### src/rtl/alu_pkg.sv
// Shared definitions for the nibble-serial ALU controller and its adder.
package alu_pkg;

  localparam int NIBBLE = 4;

  localparam logic [1:0] OP_ADD = 2'b00;
  localparam logic [1:0] OP_SUB = 2'b01;
  localparam logic [1:0] OP_ADC = 2'b10;
  localparam logic [1:0] OP_SBC = 2'b11;

  typedef enum logic [1:0] {
    ST_IDLE = 2'd0,
    ST_LO   = 2'd1,
    ST_HI   = 2'd2,
    ST_FIN  = 2'd3
  } state_e;

endpackage

### src/rtl/nibble_adder_4.sv
// Combinational 4-bit carry-lookahead adder, shared by the low and high passes.
module nibble_adder_4
  import alu_pkg::*;
(
  input  logic              en,
  input  logic [NIBBLE-1:0] a,
  input  logic [NIBBLE-1:0] b,
  input  logic              c_in,
  output logic [NIBBLE-1:0] sum,
  output logic              c_out
);

  logic [NIBBLE-1:0] g;
  logic [NIBBLE-1:0] p;
  logic [NIBBLE:0]   c;

  assign g = a & b;
  assign p = a ^ b;

  // Carries expanded from generate/propagate so no ripple chain is formed.
  always_comb begin
    c[0] = c_in;
    c[1] = g[0] | (p[0] & c_in);
    c[2] = g[1] | (p[1] & g[0]) | (p[1] & p[0] & c_in);
    c[3] = g[2] | (p[2] & g[1]) | (p[2] & p[1] & g[0]) | (p[2] & p[1] & p[0] & c_in);
    c[4] = g[3] | (p[3] & g[2]) | (p[3] & p[2] & g[1]) | (p[3] & p[2] & p[1] & g[0])
         | (p[3] & p[2] & p[1] & p[0] & c_in);
  end

  // Outputs are forced quiet while the controller is not using the adder.
  assign sum   = en ? (p ^ c[NIBBLE-1:0]) : '0;
  assign c_out = en & c[NIBBLE];

endmodule

### src/rtl/nibble_serial_alu_ctrl.sv
// Sequences an 8-bit add/subtract through one 4-bit adder, low nibble first.
//
// state | meaning
// IDLE  | waiting for start; operands latched on acceptance
// LO    | low nibble held on the adder for SETTLE cycles
// HI    | high nibble held on the adder with the chained carry
// FIN   | result/flags valid, done pulsed
module nibble_serial_alu_ctrl
  import alu_pkg::*;
#(
  parameter int unsigned SETTLE = 1
) (
  input  logic       clk,
  input  logic       rst_n,
  input  logic       start,
  input  logic [1:0] op,
  input  logic [7:0] a,
  input  logic [7:0] b,
  input  logic       c_in,
  output logic       busy,
  output logic       done,
  output logic [7:0] result,
  output logic       c_out,
  output logic       zero,
  output logic       neg,
  output logic       ovf
);

  localparam logic [3:0] SETTLE_M1 = 4'(SETTLE - 1);

  state_e      state_q, state_d;
  logic [3:0]  cnt_q, cnt_d;
  logic [7:0]  a_q, a_d;
  logic [7:0]  b_q, b_d;
  logic        cy_q, cy_d;         // cy0 during LO, then cy4 during HI
  logic [3:0]  sum_lo_q, sum_lo_d;
  logic [7:0]  result_q, result_d;
  logic        c_out_q, c_out_d;
  logic        zero_q, zero_d;
  logic        neg_q, neg_d;
  logic        ovf_q, ovf_d;

  logic [NIBBLE-1:0] add_a, add_b, add_sum;
  logic              add_en, add_co;
  logic [7:0]        res_w;

  assign add_en = (state_q == ST_LO) || (state_q == ST_HI);
  assign add_a  = (state_q == ST_HI) ? a_q[7:4] : a_q[3:0];
  assign add_b  = (state_q == ST_HI) ? b_q[7:4] : b_q[3:0];

  nibble_adder_4 u_adder (
    .en    (add_en),
    .a     (add_a),
    .b     (add_b),
    .c_in  (cy_q),
    .sum   (add_sum),
    .c_out (add_co)
  );

  // Next-state, operand latch and result/flag capture.
  always_comb begin
    state_d  = state_q;
    cnt_d    = cnt_q;
    a_d      = a_q;
    b_d      = b_q;
    cy_d     = cy_q;
    sum_lo_d = sum_lo_q;
    result_d = result_q;
    c_out_d  = c_out_q;
    zero_d   = zero_q;
    neg_d    = neg_q;
    ovf_d    = ovf_q;
    res_w    = {add_sum, sum_lo_q};
    case (state_q)
      ST_IDLE: begin
        if (start) begin
          a_d     = a;
          b_d     = b ^ {8{op[0]}};
          cy_d    = op[1] ? c_in : op[0];
          cnt_d   = SETTLE_M1;
          state_d = ST_LO;
        end
      end
      ST_LO: begin
        if (cnt_q == 4'd0) begin
          sum_lo_d = add_sum;
          cy_d     = add_co;
          cnt_d    = SETTLE_M1;
          state_d  = ST_HI;
        end else begin
          cnt_d = cnt_q - 4'd1;
        end
      end
      ST_HI: begin
        if (cnt_q == 4'd0) begin
          // Captured on the edge into FIN so the values are valid alongside done.
          result_d = res_w;
          c_out_d  = add_co;
          zero_d   = (res_w == 8'd0);
          neg_d    = res_w[7];
          ovf_d    = (a_q[7] == b_q[7]) && (res_w[7] != a_q[7]);
          state_d  = ST_FIN;
        end else begin
          cnt_d = cnt_q - 4'd1;
        end
      end
      ST_FIN:  state_d = ST_IDLE;
      default: state_d = ST_IDLE;
    endcase
  end

  // State, datapath and output registers.
  always_ff @(posedge clk or negedge rst_n) begin
    if (!rst_n) begin
      state_q  <= ST_IDLE;
      cnt_q    <= '0;
      a_q      <= '0;
      b_q      <= '0;
      cy_q     <= 1'b0;
      sum_lo_q <= '0;
      result_q <= '0;
      c_out_q  <= 1'b0;
      zero_q   <= 1'b0;
      neg_q    <= 1'b0;
      ovf_q    <= 1'b0;
    end else begin
      state_q  <= state_d;
      cnt_q    <= cnt_d;
      a_q      <= a_d;
      b_q      <= b_d;
      cy_q     <= cy_d;
      sum_lo_q <= sum_lo_d;
      result_q <= result_d;
      c_out_q  <= c_out_d;
      zero_q   <= zero_d;
      neg_q    <= neg_d;
      ovf_q    <= ovf_d;
    end
  end

  assign busy   = (state_q != ST_IDLE);
  assign done   = (state_q == ST_FIN);
  assign result = result_q;
  assign c_out  = c_out_q;
  assign zero   = zero_q;
  assign neg    = neg_q;
  assign ovf    = ovf_q;

endmodule
### config.mk
export PLATFORM = sky130hd
export DESIGN_NAME = nibble_serial_alu_ctrl
export DESIGN_NICKNAME = d
export VERILOG_FILES = /design/src/rtl/alu_pkg.sv /design/src/rtl/nibble_adder_4.sv /design/src/rtl/nibble_serial_alu_ctrl.sv
export SDC_FILE = /design/constraint.sdc
export NUM_CORES = 1
export LEC_CHECK = 0
export BUFFER_PORTS_ARGS = -buffer_cell sky130_fd_sc_hd__buf_4
export CAP_MARGIN = 15
export CORE_UTILIZATION = 46
export CTS_CLUSTER_DIAMETER = 40
export DETAILED_ROUTE_END_ITERATION = 6
export PLACE_DENSITY = 0.7
export SYNTH_ARGS = -nofsm -noshare
export SYNTH_HDL_FRONTEND = slang
export SYNTH_SLANG_ARGS = --single-unit
### constraint.sdc
create_clock -name clk -period 2.7 [get_ports clk]
set_input_delay 0.135 -clock clk [delete_from_list [all_inputs] [get_ports clk]]
set_output_delay 0.135 -clock clk [all_outputs]
set_load 0.02 [all_outputs]
### After elaboration in Yosys (flattened, before gate mapping)

Index checks and enable logic that the tools add are counted.

* $add $sub $neg: 1
* equal/unequal tests: 9
* mux-type cells: 15
* bitwise logic cells: 31
* reduce and logical (&&, ||, !) cells: 14

Operator list (count)
* 4-bit 2-to-1 mux: 6
* 1-bit AND: 17
* 4-bit case mux with 3 select lines: 1
* 1-bit OR: 10
* 3-bit AND reduction: 3
* 8-bit logical NOT: 1
* 2-bit case mux with 4 select lines: 1
* 4-bit XOR: 2
* 8-bit XOR: 1
* 2-bit 2-to-1 mux: 3
* 2-bit AND reduction: 3
* 4-bit AND: 1
* 2-bit equality test (second input constant): 2
* 4-bit logical NOT: 1
* 2-bit by 1-bit inequality test with 1-bit output (second input constant): 2
* 2-bit inequality test (second input constant): 2
* 2-bit nonzero test: 2
* 4-bit by 1-bit subtractor with 4-bit output (second input constant): 1
* 1-bit 2-to-1 mux: 3
* 3-bit nonzero test: 1
* 2-bit by 1-bit equality test with 1-bit output (second input constant): 1
* 2-bit logical NOT: 1
* 1-bit case mux with 2 select lines: 1
* 1-bit equality test: 1
* 3 further kinds: 3

* register bits: 39
* bits of input ports: 22
* output and inout port bits: 14
* word-level logic and storage cells: 81

### Depth between registers and ports, before layout

* depth in word-level cells: 11
* depth in mapped cells: 9
* gate-level depth less buffers: 8

### Cells and area by module

A second synthesis with hierarchy kept.

* cells, all modules: 175
* area total of the unflattened synthesis: 2057.0 sq um

Modules (own cells, without submodules)
* nibble_serial_alu_ctrl: times used 1, cells an instance 153, area an instance 1864.3 sq um, sequential area each 950.9 sq um
* nibble_adder_4: times used 1, cells an instance 22, area an instance 192.7 sq um, sequential area each 0.0 sq um

### Worst setup path after synthesis

Ideal clock, no wire load.

* path kind: flip-flop to flip-flop
* start: register state_q[0]
* end: register ovf_q (netlist: ovf)
* setup time: 82 ps
* arrival: 2705 ps
* data required time: 2618 ps
* setup slack: -86 ps
* cell stages (with the launch flop): 10
* buffers on the path: 1
* period minus slack after synthesis: 2786 ps
* cells stage by stage: dfrtp_1 inv_1 ha_1 buf_1 mux2_2 ha_1 a211oi_1 o31a_1 or4b_1 a31oi_1

* cells in the longest elaborated chain, start to end: 11
* elaborated cells between the ends (all ways): 20
* classes of those cells: eq/ne (3); mux (3); bitwise (11); reduce/logical (3)

RTL lines
* start, declared: line nibble_serial_alu_ctrl.sv:31 `state_e state_q, state_d;`
* start signal, assigned: line nibble_serial_alu_ctrl.sv:127 `state_q <= state_d;`
* 2-bit equality test
* 4-bit 2-to-1 mux (on tied branches): line nibble_serial_alu_ctrl.sv:48, nibble_serial_alu_ctrl.sv:49
* 4-bit XOR or 4-bit AND (tied branches): line nibble_adder_4.sv:18, nibble_adder_4.sv:17
* 1-bit AND: line nibble_adder_4.sv:25 `c[3] = g[2] | (p[2] & g[1]) | (p[2] & p[1] & g[0]) | (p[2] & p[1] & p[0] & c_in);`
* 1-bit OR or 1-bit AND (tied branches) (2 in a row): line nibble_adder_4.sv:25
* 1-bit OR: line nibble_adder_4.sv:25
* 4-bit XOR: line nibble_adder_4.sv:31 `assign sum = en ? (p ^ c[NIBBLE-1:0]) : '0;`
* 4-bit 2-to-1 mux: line nibble_adder_4.sv:31
* 1-bit inequality test: line nibble_serial_alu_ctrl.sv:101 `ovf_d = (a_q[7] == b_q[7]) && (res_w[7] != a_q[7]);`
* 1-bit logical AND: line nibble_serial_alu_ctrl.sv:101
* end signal, assigned: line nibble_serial_alu_ctrl.sv:137 `ovf_q <= ovf_d;`
* end, declared: line nibble_serial_alu_ctrl.sv:41 `logic ovf_q, ovf_d;`

Parallel ways exist; a longest one is shown, timed or not.
A chain may end at the register's enable or synchronous reset.

### Final worst setup path

Same ends and word-level chain as after synthesis.

==> flow_metrics.tcl <==
set metrics [dict create \
    status "finished, final reports clean" \
    fp-row-count 23 \
    antennaDiodeCount 0 \
    setup_slack_ns 0.141 \
    synth-edff-count 0 \
    io_buffer_count 35 \
    fin_nets 277 \
    synthCells 201 \
    wl_per_cell_um 13.1 \
    ioPinCount 36 \
    cpPeakStageDelay_ns 0.51 \
    hpwl_mm 2.71 \
    initial_core_util_pct 49.4 \
    max_freq_ghz 0.391 \
    gr-total-overflow 0 \
    die_x_um 68.5 \
    power.density_cell_area_mw_per_mm2 1320 \
    power.share.clock_pct 11.7 \
    syn-cell-area_mm2 0.00203 \
    peakVddDrop_mv 0.528 \
    whs_path_depth 2 \
    place_ws_ns -0.0459 \
    cts_buffers 5 \
    die_y_um 68.5 \
    cp_data_required_time_ns 2.92 \
    clkLatencyLatePin_ns 0.30 \
    drc 0 \
    vias_per_cell 5.31 \
    grt_setup_unrepaired "no" \
    drt_iter0_drc 124 \
    skew_ns 0.00996 \
    synth_area_leader_cell "dfrtp_1" \
    reg2reg_depth 10 \
    hp-class "in2reg" \
    via_count 1555 \
    period_needed_ns 2.56 \
    maxCapViolCount 0 \
    cp-start-kind "flop" \
    p_leak_uw 0.00118 \
    fin_setup_tns_ns 0 \
    cts-htree-levels 2 \
    path_cells "inv_2, ha_4, clkbuf_2, buf_4, mux2_2, ha_1, nand2_1, o32ai_2, or4b_1, a31oi_1" \
    finalWirelength_mm 3.84 \
    cp.arrival_ns 2.78 \
    netlist-cell-type-count 38 \
    drive_above_1_share_pct 30.9 \
    grtUsageTotal_pct 19.1 \
    dieArea_mm2 0.00469 \
    final.fill_count 372 \
    p_int_uw 1880 \
    clock-sinks 38 \
    reg2reg_to "ovf" \
    yosysSeqAreaShare_pct 46.8 \
    critPathTopFamily "simple AND/OR/NAND/NOR gates" \
    async_flop_share_pct 100 \
    cp_num_buf_inv 3 \
    synth-main-ff-cell "dfrtp_1" \
    switchingPower_uw 1430 \
    yosys_warnings 0 \
    grt_max_degree 39 \
    cp_slowest_cell "or4b_1" \
    grt_pass1_wl_mm 6.51 \
    antenna_left 0 \
    crit_type "reg2reg" \
    cts-root-buf "clkbuf_8" \
    clkTransAtPathRegs_ns 0.07 \
    syn_area_per_cell_um2 10.1 \
    syn_nets 236 \
    antenna_found_initial 0 \
    synth_seq_cells 38 \
    p_comb_share_pct 59.0 \
    setup_viol 0 \
    cts_tree "done" \
    cts.path.max_buffers 2 \
    gp_congestion 0.816 \
    path_max_fanout 6 \
    hold_violations 0 \
    yosys-top-cells-area "dfrtp_1 47%, mux2_2 11%, ha_1 7.4%, nand2_1 6.8%, o21ai_0 4.7%" \
    first_pass_iters 4 \
    grt_pass1_vias 1488 \
    max_slew_margin_pct 55.3 \
    end_kind "flop" \
    min_from "a[5]" \
    whs_endpoint "a_q[5]" \
    rrSetupSlack_ns 0.14 \
    post-synth-top-area-fraction_pct 46.8 \
    core_mm2 0.00412 \
    syn2layout_area_growth_pct 22.9 \
    timing.final.crit_share_pct 94.8 \
    drv_slew 0 \
    r2r-start "state_q[0]" \
    worstMarginPinSlew_ns 0.669 \
    p_seq_share_pct 29.3 \
    swShare_pct 43.3 \
]
==> placed cells by master, fill, tap and decap left out, types with 5 or more instances in the layout <==
| master | instances |
|---|---|
| buf_4 | 40 |
| nand2_1 | 37 |
| dfrtp_1 | 38 |
| nor2_1 | 8 |
| ha_1 | 10 |
| o21ai_0 | 19 |
| a21oi_1 | 6 |
| inv_1 | 9 |
| clkbuf_8 | 5 |
| mux2_2 | 19 |
| xnor2_1 | 8 |
==> synthesized netlist by cell type, types with 2 or more instances <==
cell / count
dfrtp_1: 38
nand2_1: 37
mux2_2: 19
o21ai_0: 19
ha_1: 12
inv_1: 10
nor2_1: 8
xnor2_1: 8
a21oi_1: 7
clkbuf_1: 5
a211oi_1: 2
a31oi_1: 2
mux2i_1: 2
nand3_1: 2
nor3_1: 2
nor4_1: 2
o31a_1: 2
o31ai_1: 2
o32ai_1: 2
or3_1: 2
==> state kept, by name, summed over array words and instances, names as in the netlist <==
register  flops
state_q       2
c_out         1
b_q           8
result        8
cy_q          1
ovf           1
cnt_q         4
sum_lo_q      4
a_q           8
zero          1
==> per-stage QoR <==
stage	utilization [%]	hold WS [ns]	cell area (um2)	power, uW	instances
2_1_floorplan	-	-0.161	2030	2310	201
3_3_place_gp	57.2	0.128	2350	2760	282
3_5_place_dp	57.2	0.132	2350	2800	282
4_1_cts	59.7	0.0638	2460	3230	291
5_1_grt	60.7	0.0651	2500	3630	293
6_report	60.7	0.0690	2500	3310	293
==> repair_timing <==
item / in CTS / in global routing
hold buffers: 1 / 0
resized for setup: 2 / 4
endpoints found under the setup margin: 4 / 3
buffers inserted: 0 / 2
endpoints found under the hold margin: 38 / 0
==> final cells by class <==
type	instances	area (um2)	area share, %
Clock buffer	6	72.6	2.91
Clock inverter	2	13.8	0.551
Inverter	10	37.5	1.50
Multi-Input combinational cell	145	1040	41.8
Sequential cell	38	951	38.1
Tap cell	50	62.6	2.51
Timing Repair Buffer	42	315	12.6
==> power groups by stage <==
stage / Clock (uW) / Combinational (uW) / Sequential, uW
after floorplan: 0 / 1310 / 999
after global placement: 0 / 1790 / 972
after detailed placement: 0 / 1820 / 977
after CTS: 394 / 1870 / 967
after global routing: 413 / 2210 / 1010
final: 386 / 1950 / 969
==> cells by family after synthesis <==
family                   share of synthesized area, %
AO/OA/AOI/OAI                                    12.3
XOR/XNOR                                         3.88
adder cells (fa/ha/maj)                          8.37
buffers and inverters                            3.57
flip-flops                                       46.8
multiplexers                                     11.5
AND/OR/NAND/NOR                                  13.6
==> worst max-delay path by stage <==
stage / start / endpoint / slack, ns / cells past startpoint
after floorplan: state_q[0] / ovf / 0.06 / 9
final: state_q[0] / ovf / 0.14 / 10
after CTS: state_q[0] / ovf / 0.07 / 8
after global placement: state_q[0] / ovf / 0.01 / 8
after detailed placement: state_q[0] / ovf / -0.05 / 8
after global routing: state_q[0] / ovf / 0.003 / 10
==> per-layer routing <==
metal | routed length (um) | part of all wire, % | vias to the layer above | track usage, %
li1 | - | - | 781 | -
met1 | 1740 | 45 | 734 | 22.7
met2 | 1900 | 50 | 34 | 32.8
met3 | 134 | 3.5 | 6 | 4.50
met4 | 61 | 1.6 | 0 | 7.81
met5 | 0 | 0 | - | 0
No activity file was read; power rests on OpenSTA's default activity.
